===== src/rtl/gpio_in_filter_pkg.sv =====
// gpio_in_filter_pkg: shared widths, debounce constants and a clog2 helper for the GPIO input filter
package gpio_in_filter_pkg;

   localparam int GPIO_WIDTH         = 8;
   localparam int DEBOUNCE_CYCLES_SIM = 4;
   // about 170 us at the 6 MHz CPU clock
   localparam int DEBOUNCE_CYCLES_HW  = 1024;

   function automatic int clog2(input int v);
      int r;
      r = 0;
      for (int i = 0; i < 31; i++)
         if ((1 << i) < v) r = i + 1;
      return r;
   endfunction

   // a single-cycle debounce still needs a one-bit counter
   function automatic int cnt_width(input int d);
      return (clog2(d) > 1) ? clog2(d) : 1;
   endfunction

endpackage


===== src/rtl/gpio_in_filter_if.sv =====
// gpio_in_filter_if: pad, debounced level, edge and pin-change signals between the filter and its user
interface gpio_in_filter_if #(
   parameter int WIDTH = gpio_in_filter_pkg::GPIO_WIDTH
);
   logic [WIDTH-1:0] pad_in;
   logic [WIDTH-1:0] pin_out;
   logic [WIDTH-1:0] rise;
   logic [WIDTH-1:0] fall;
   logic [WIDTH-1:0] pcmsk;
   logic             pcif;
   logic             pcif_clr;

   modport master (
      output pad_in, pcmsk, pcif_clr,
      input  pin_out, rise, fall, pcif
   );

   modport slave (
      input  pad_in, pcmsk, pcif_clr,
      output pin_out, rise, fall, pcif
   );
endinterface


===== src/rtl/gpio_in_filter_debounce_bit.sv =====
// gpio_in_filter_debounce_bit: two-flop synchroniser, debounce counter, stable level and edge pulses for one pad
module gpio_in_filter_debounce_bit
   import gpio_in_filter_pkg::*;
#(
   parameter int   DEBOUNCE_CYCLES = DEBOUNCE_CYCLES_HW,
   parameter logic RESET_BIT       = 1'b0
) (
   input  logic clk,
   input  logic reset_n,
   input  logic pad_i,
   output logic pin_o,
   output logic rise_o,
   output logic fall_o
);
   localparam int            CW   = cnt_width(DEBOUNCE_CYCLES);
   localparam logic [CW-1:0] LAST = CW'(DEBOUNCE_CYCLES - 1);

   logic          sync1_q, sync2_q;
   logic          pin_q, pin_d;
   logic          rise_q, fall_q;
   logic [CW-1:0] cnt_q, cnt_d;
   logic          differ, accept;

   assign differ = sync2_q != pin_q;
   assign accept = differ && (cnt_q == LAST);

   // bring the asynchronous pad into the clk domain with nothing between the flops
   always_ff @(posedge clk or negedge reset_n) begin
      if (!reset_n) begin
         sync1_q <= RESET_BIT;
         sync2_q <= RESET_BIT;
      end else begin
         sync1_q <= pad_i;
         sync2_q <= sync1_q;
      end
   end

   // any agreement restarts the count, so the counter tops out at LAST and never wraps
   always_comb begin
      cnt_d = (!differ || accept) ? '0 : cnt_q + 1'b1;
      pin_d = accept ? sync2_q : pin_q;
   end

   // debounce state plus edge pulses aligned with the new stable level
   always_ff @(posedge clk or negedge reset_n) begin
      if (!reset_n) begin
         cnt_q  <= '0;
         pin_q  <= RESET_BIT;
         rise_q <= 1'b0;
         fall_q <= 1'b0;
      end else begin
         cnt_q  <= cnt_d;
         pin_q  <= pin_d;
         rise_q <= accept & sync2_q;
         fall_q <= accept & ~sync2_q;
      end
   end

   assign pin_o  = pin_q;
   assign rise_o = rise_q;
   assign fall_o = fall_q;

endmodule


===== src/rtl/gpio_in_filter.sv =====
// gpio_in_filter: per-bit synchronise and debounce of GPIO pads with edge pulses; GPIO_FILTER_PCINT_EN adds the sticky pin-change flag
module gpio_in_filter
   import gpio_in_filter_pkg::*;
#(
   parameter int               WIDTH           = GPIO_WIDTH,
   parameter int               DEBOUNCE_CYCLES = DEBOUNCE_CYCLES_HW,
   parameter logic [WIDTH-1:0] RESET_LEVEL     = '0
) (
   input  logic            clk,
   input  logic            reset_n,
   gpio_in_filter_if.slave gpio
);

   for (genvar b = 0; b < WIDTH; b++) begin : g_bit
      gpio_in_filter_debounce_bit #(
         .DEBOUNCE_CYCLES (DEBOUNCE_CYCLES),
         .RESET_BIT       (RESET_LEVEL[b])
      ) u_bit (
         .clk     (clk),
         .reset_n (reset_n),
         .pad_i   (gpio.pad_in[b]),
         .pin_o   (gpio.pin_out[b]),
         .rise_o  (gpio.rise[b]),
         .fall_o  (gpio.fall[b])
      );
   end

`ifdef GPIO_FILTER_PCINT_EN
   logic pcif_q, pcif_d;

   // an unmasked edge sets the flag and beats a simultaneous clear
   always_comb
      pcif_d = (|((gpio.rise | gpio.fall) & gpio.pcmsk)) ? 1'b1 : gpio.pcif_clr ? 1'b0 : pcif_q;

   // sticky flag register
   always_ff @(posedge clk or negedge reset_n) begin
      if (!reset_n) pcif_q <= 1'b0;
      else          pcif_q <= pcif_d;
   end

   assign gpio.pcif = pcif_q;
`else
   assign gpio.pcif = 1'b0;
`endif

endmodule


===== src/flat_wrapper.sv =====
// flat-port wrapper written by rule: the top's interface ports become plain ports
module gpio_in_filter_flat import gpio_in_filter_pkg::*;
#(
   parameter int               WIDTH           = GPIO_WIDTH,
   parameter int               DEBOUNCE_CYCLES = DEBOUNCE_CYCLES_HW,
   parameter logic [WIDTH-1:0] RESET_LEVEL     = '0
)
  (clk, reset_n, gpio_pad_in, gpio_pcmsk, gpio_pcif_clr, gpio_pin_out, gpio_rise, gpio_fall, gpio_pcif);
  gpio_in_filter_if #(.WIDTH(WIDTH)) gpio_i ();
  input  logic clk;
  input  logic reset_n;
  input wire logic [$bits(gpio_i.pad_in)-1:0] gpio_pad_in;
  input wire logic [$bits(gpio_i.pcmsk)-1:0] gpio_pcmsk;
  input wire logic [$bits(gpio_i.pcif_clr)-1:0] gpio_pcif_clr;
  output wire logic [$bits(gpio_i.pin_out)-1:0] gpio_pin_out;
  output wire logic [$bits(gpio_i.rise)-1:0] gpio_rise;
  output wire logic [$bits(gpio_i.fall)-1:0] gpio_fall;
  output wire logic [$bits(gpio_i.pcif)-1:0] gpio_pcif;
  assign gpio_i.pad_in = gpio_pad_in;
  assign gpio_i.pcmsk = gpio_pcmsk;
  assign gpio_i.pcif_clr = gpio_pcif_clr;
  assign gpio_pin_out = gpio_i.pin_out;
  assign gpio_rise = gpio_i.rise;
  assign gpio_fall = gpio_i.fall;
  assign gpio_pcif = gpio_i.pcif;
  gpio_in_filter #(.WIDTH(WIDTH), .DEBOUNCE_CYCLES(DEBOUNCE_CYCLES), .RESET_LEVEL(RESET_LEVEL)) u_core (.clk(clk), .reset_n(reset_n), .gpio(gpio_i));
endmodule

===== config.mk =====
export PLATFORM = sky130hd
export DESIGN_NAME = gpio_in_filter_flat
export DESIGN_NICKNAME = d
export VERILOG_FILES = /design/src/rtl/gpio_in_filter_pkg.sv /design/src/rtl/gpio_in_filter_if.sv /design/src/rtl/gpio_in_filter_debounce_bit.sv /design/src/rtl/gpio_in_filter.sv /design/src/flat_wrapper.sv
export SDC_FILE = /design/constraint.sdc
export NUM_CORES = 1
export LEC_CHECK = 0
export ABC_AREA = 1
export CORE_ASPECT_RATIO = 1.5
export CORE_MARGIN = 1.5
export CORE_UTILIZATION = 43
export CTS_CLUSTER_DIAMETER = 30
export DETAILED_ROUTE_END_ITERATION = 16
export PLACE_DENSITY_LB_ADDON = 0.1
export SLEW_MARGIN = 20
export SYNTH_ARGS = -nofsm -noshare
export SYNTH_HDL_FRONTEND = slang
export SYNTH_SLANG_ARGS = --single-unit

===== constraint.sdc =====
create_clock -name clk -period 1.7 [get_ports clk]
set_input_delay 0.34 -clock clk [delete_from_list [all_inputs] [get_ports clk]]
set_output_delay 0.34 -clock clk [all_outputs]
set_load 0.02 [all_outputs]

==> qor.csv <==
stage,metric,value,unit
status,status,"complete, no violations",
die,die-area,0.0144,sq mm
routing,drtAntennaViolNets,0,
setup_path,critical_path.n_buffers_inverters,1,
synth,synth_edf_count,0,
routing,dr.first_iter.drc_count,90,
power,power_leakage,3.33,nW
synth,synthCells,616,
cts,clkSlewWorstSetupHoldPaths,0.05,ns
global_routing,grt_pass1_vias,3834,
synth,synth_seq_cells,120,
synth,netlist-cell-type-count,29,
power,ir_worst_vdd,0.462,mV
cts,cts_setup_buffers,0,
synth,syn_area,0.00587,sq mm
cts,cts_tree,built,
routing,firstDrtPassIters,4,
synth,yosysWarnings,0,
synth,synth_async_sr_flop_share,1.00,
final_layout,num_antenna_cells,0,
final_layout,multi_input_area,0.00242,sq mm
setup_path,worstPathRequired,1.36,ns
setup_path,crit_family,buffers and inverters,
synth,synth-seq-area-share,0.512,
routing,drt_wl_total,8980,um
routing,vias_per_cell,4.50,
global_routing,track_usage,0.141,
cts,htree_levels,4,
timing,finalSetupViolCount,0,
setup_path,slowest_delay,0.59,ns
setup_path,worstReg2RegEnd,u_core.g_bit[1].u_bit.cnt_q[5]$_DFF_PN0_,
final_layout,fill_cells,1204,
setup_path,cp_slowest_cell,clkdlybuf4s50_1,
setup_path,reg2reg_depth,6,
global_routing,antenna_found_initial,0,
global_routing,overflow,0,
die,core_region_area,0.0134,sq mm
final_layout,post-route-util,0.515,
power,power_density,1010,mW/mm^2
die,fp.dieW,98.4,um
routing,drc,0,
global_routing,grt_max_degree,44,
placed_design,port-buffer-count,33,
timing,grt_setup_unrepaired,false,
timing,skew,0.00705,ns
timing,drv_slew,0,
setup_path,rrSetupSlack,0.35,ns
cts,root_buffer,clkbuf_16,
synth,avgSynthCellArea,9.52,sq um
setup_path,cp-end-kind,primary output,
timing,finalSetupTns,0,ns
final_layout,area_delta_synth_final,17.7,%
timing,fmax,0.605,GHz
final_layout,drive_gt1_frac,0.199,
final_layout,regArea,0.00300,sq mm
die,placementRows,52,
setup_path,rr_startpoint,u_core.g_bit[1].u_bit.cnt_q[0]$_DFF_PN0_,
timing,hold_viol_final,0,
timing,finalCriticalPeriod,1.65,ns
die,start_util,0.438,
run,maxCapViolCount,0,
placed_design,dpl.hpwl,6290,um
routing,vias,3696,
synth,synth_most_common_cell,dfrtp_1,
synth,synth_area_leader_cell,dfrtp_1,
routing,wl_per_cell,10.9,um
synth,yosys_most_used_dff,dfrtp_1,
setup_path,arrival,1.31,ns
cts,clk_latency,0.40,ns
placed_design,gp_congestion,0.756,
final_layout,finalNetCount,674,
synth,synth_area_leaders,"dfrtp_1 (51%), nand2_1 (7.5%), nor2_1 (6.1%)",
timing,period_share,0.972,
synth,yosys-top-cells-count,"dfrtp_1 (120), nand2_1 (117), nor2_1 (95)",
cts,clock-sinks,120,
setup_path,path_cells,clkdlybuf4s50_1,
global_routing,grt_pass1_wl,16500,um
setup_path,worst-setup-path-type,reg2out,
synth,yosysTopAreaCellShare,0.512,
cts,cts.path.max_buffers,2,
die,die_h,146,um
worst_hold_path,hold_path_class,in2async,
setup_path,crit_fanout,1,
die,ios,44,
setup_path,worstSetupStartpointType,register,
synth,syn_nets,643,
cts,cts_buffers,17,
kinds of logic after synthesis:
kind of cell / share of synthesized area
adder cells (fa/ha/maj): 0.0171
flip-flops: 0.512
XOR/XNOR: 0.0527
buffers and inverters: 0.0749
other: 0.000639
AND/OR/NAND/NOR: 0.314
AO/OA/AOI/OAI: 0.0292
metal layers:
| layer | global-route usage | vias up | routed length [um] |
|---|---|---|---|
| met3 | 0.0388 | 8 | 225 |
| met2 | 0.242 | 40 | 4550 |
| met4 | 0.0570 | 0 | 125 |
| met5 | 0 | - | 0 |
| met1 | 0.164 | 1712 | 4080 |
| li1 | - | 1936 | - |
what timing repair did:
action / 4_1_cts / 5_1_grt
gates resized for setup: 8 / 7
hold endpoints to repair: 13 / 0
pin swaps: 0 / 0
endpoints found under the setup margin: 8 / 7
hold buffers: 1 / 0
flip-flops by register name (all words and copies together), names as in the netlist:
signal and flops:
u_core.g_bit.u_bit.fall_o 8, u_core.g_bit.u_bit.sync1_q 8, u_core.g_bit.u_bit.rise_o 8, u_core.g_bit.u_bit.sync2_q 8
u_core.g_bit.u_bit.cnt_q 80, u_core.g_bit.u_bit.pin_o 8
worst max path at each step:
| stage | cells past startpoint | slack, ns | from | endpoint |
|---|---|---|---|---|
| 2_1_floorplan | 6 | 0.45 | u_core.g_bit[0].u_bit.cnt_q[0]$_DFF_PN0_ | u_core.g_bit[0].u_bit.cnt_q[4]$_DFF_PN0_ |
| 3_3_place_gp | 1 | 0.29 | u_core.g_bit[0].u_bit.pin_o$_DFFE_PN0P_ | gpio_pin_out[0] |
| 3_5_place_dp | 1 | 0.29 | u_core.g_bit[0].u_bit.pin_o$_DFFE_PN0P_ | gpio_pin_out[0] |
| 4_1_cts | 1 | 0.01 | u_core.g_bit[2].u_bit.fall_o$_DFF_PN0_ | gpio_fall[2] |
| 5_1_grt | 1 | 0.006 | u_core.g_bit[0].u_bit.rise_o$_DFF_PN0_ | gpio_rise[0] |
| 6_report | 1 | 0.05 | u_core.g_bit[3].u_bit.rise_o$_DFF_PN0_ | gpio_rise[3] |
placed cells by master (no fill, tap or decap):
master,instances
nand3b_1,7
a21oi_2,3
o21ai_0,2
nand3_4,8
clkbuf_16,17
bufinv_16,4
dlymetal6s2s_1,7
nor2_2,25
nand4_1,6
o21ai_1,1
nor3_2,15
nor2_8,2
nor2_1,95
nand3_1,23
xor2_2,5
nand2_1,117
a21o_2,2
dlygate4sd2_1,8
clkbuf_1,1
conb_1,1
nor3_1,1
buf_12,2
clkbuf_8,4
dfrtp_1,120
xnor2_1,15
nor2_4,13
a21o_1,5
nand3_2,3
inv_1,67
or2_2,1
nand2_2,12
clkdlybuf4s50_1,17
clkinv_2,5
dlygate4sd3_1,1
xor2_1,11
ha_1,8
nand2_4,8
buf_4,2
a21oi_1,15
power breakdown:
part	leakage (nW)	internal, mW	switching [mW]
logic	1.39	0.0874	0.151
registers	1.62	2.93	0.0611
clock network	0.316	2.59	1.18
layout make-up:
| class | instances | share of cell area |
|---|---|---|
| Inverter | 67 | 0.0364 |
| Tap cell | 162 | 0.0294 |
| Multi-Input combinational cell | 404 | 0.351 |
| Sequential cell | 120 | 0.435 |
| Clock inverter | 9 | 0.0210 |
| Timing Repair Buffer | 37 | 0.0569 |
| Clock buffer | 22 | 0.0701 |
per-stage QoR:
step / std cells / cell area [sq um] / total power, mW / worst slack (ns) / hold slack [ns]
after floorplan: 616 / 5870 / 3.15 / 0.451 / 0.0444
after global placement: 789 / 6260 / 3.27 / 0.286 / 0.221
after detailed placement: 789 / 6260 / 3.28 / 0.285 / 0.222
after CTS: 821 / 6890 / 7.10 / 0.0114 / 0.338
after global routing: 821 / 6900 / 7.28 / 0.00551 / 0.351
final: 821 / 6900 / 6.99 / 0.0468 / 0.345
(Power assumes the default switching activity.)
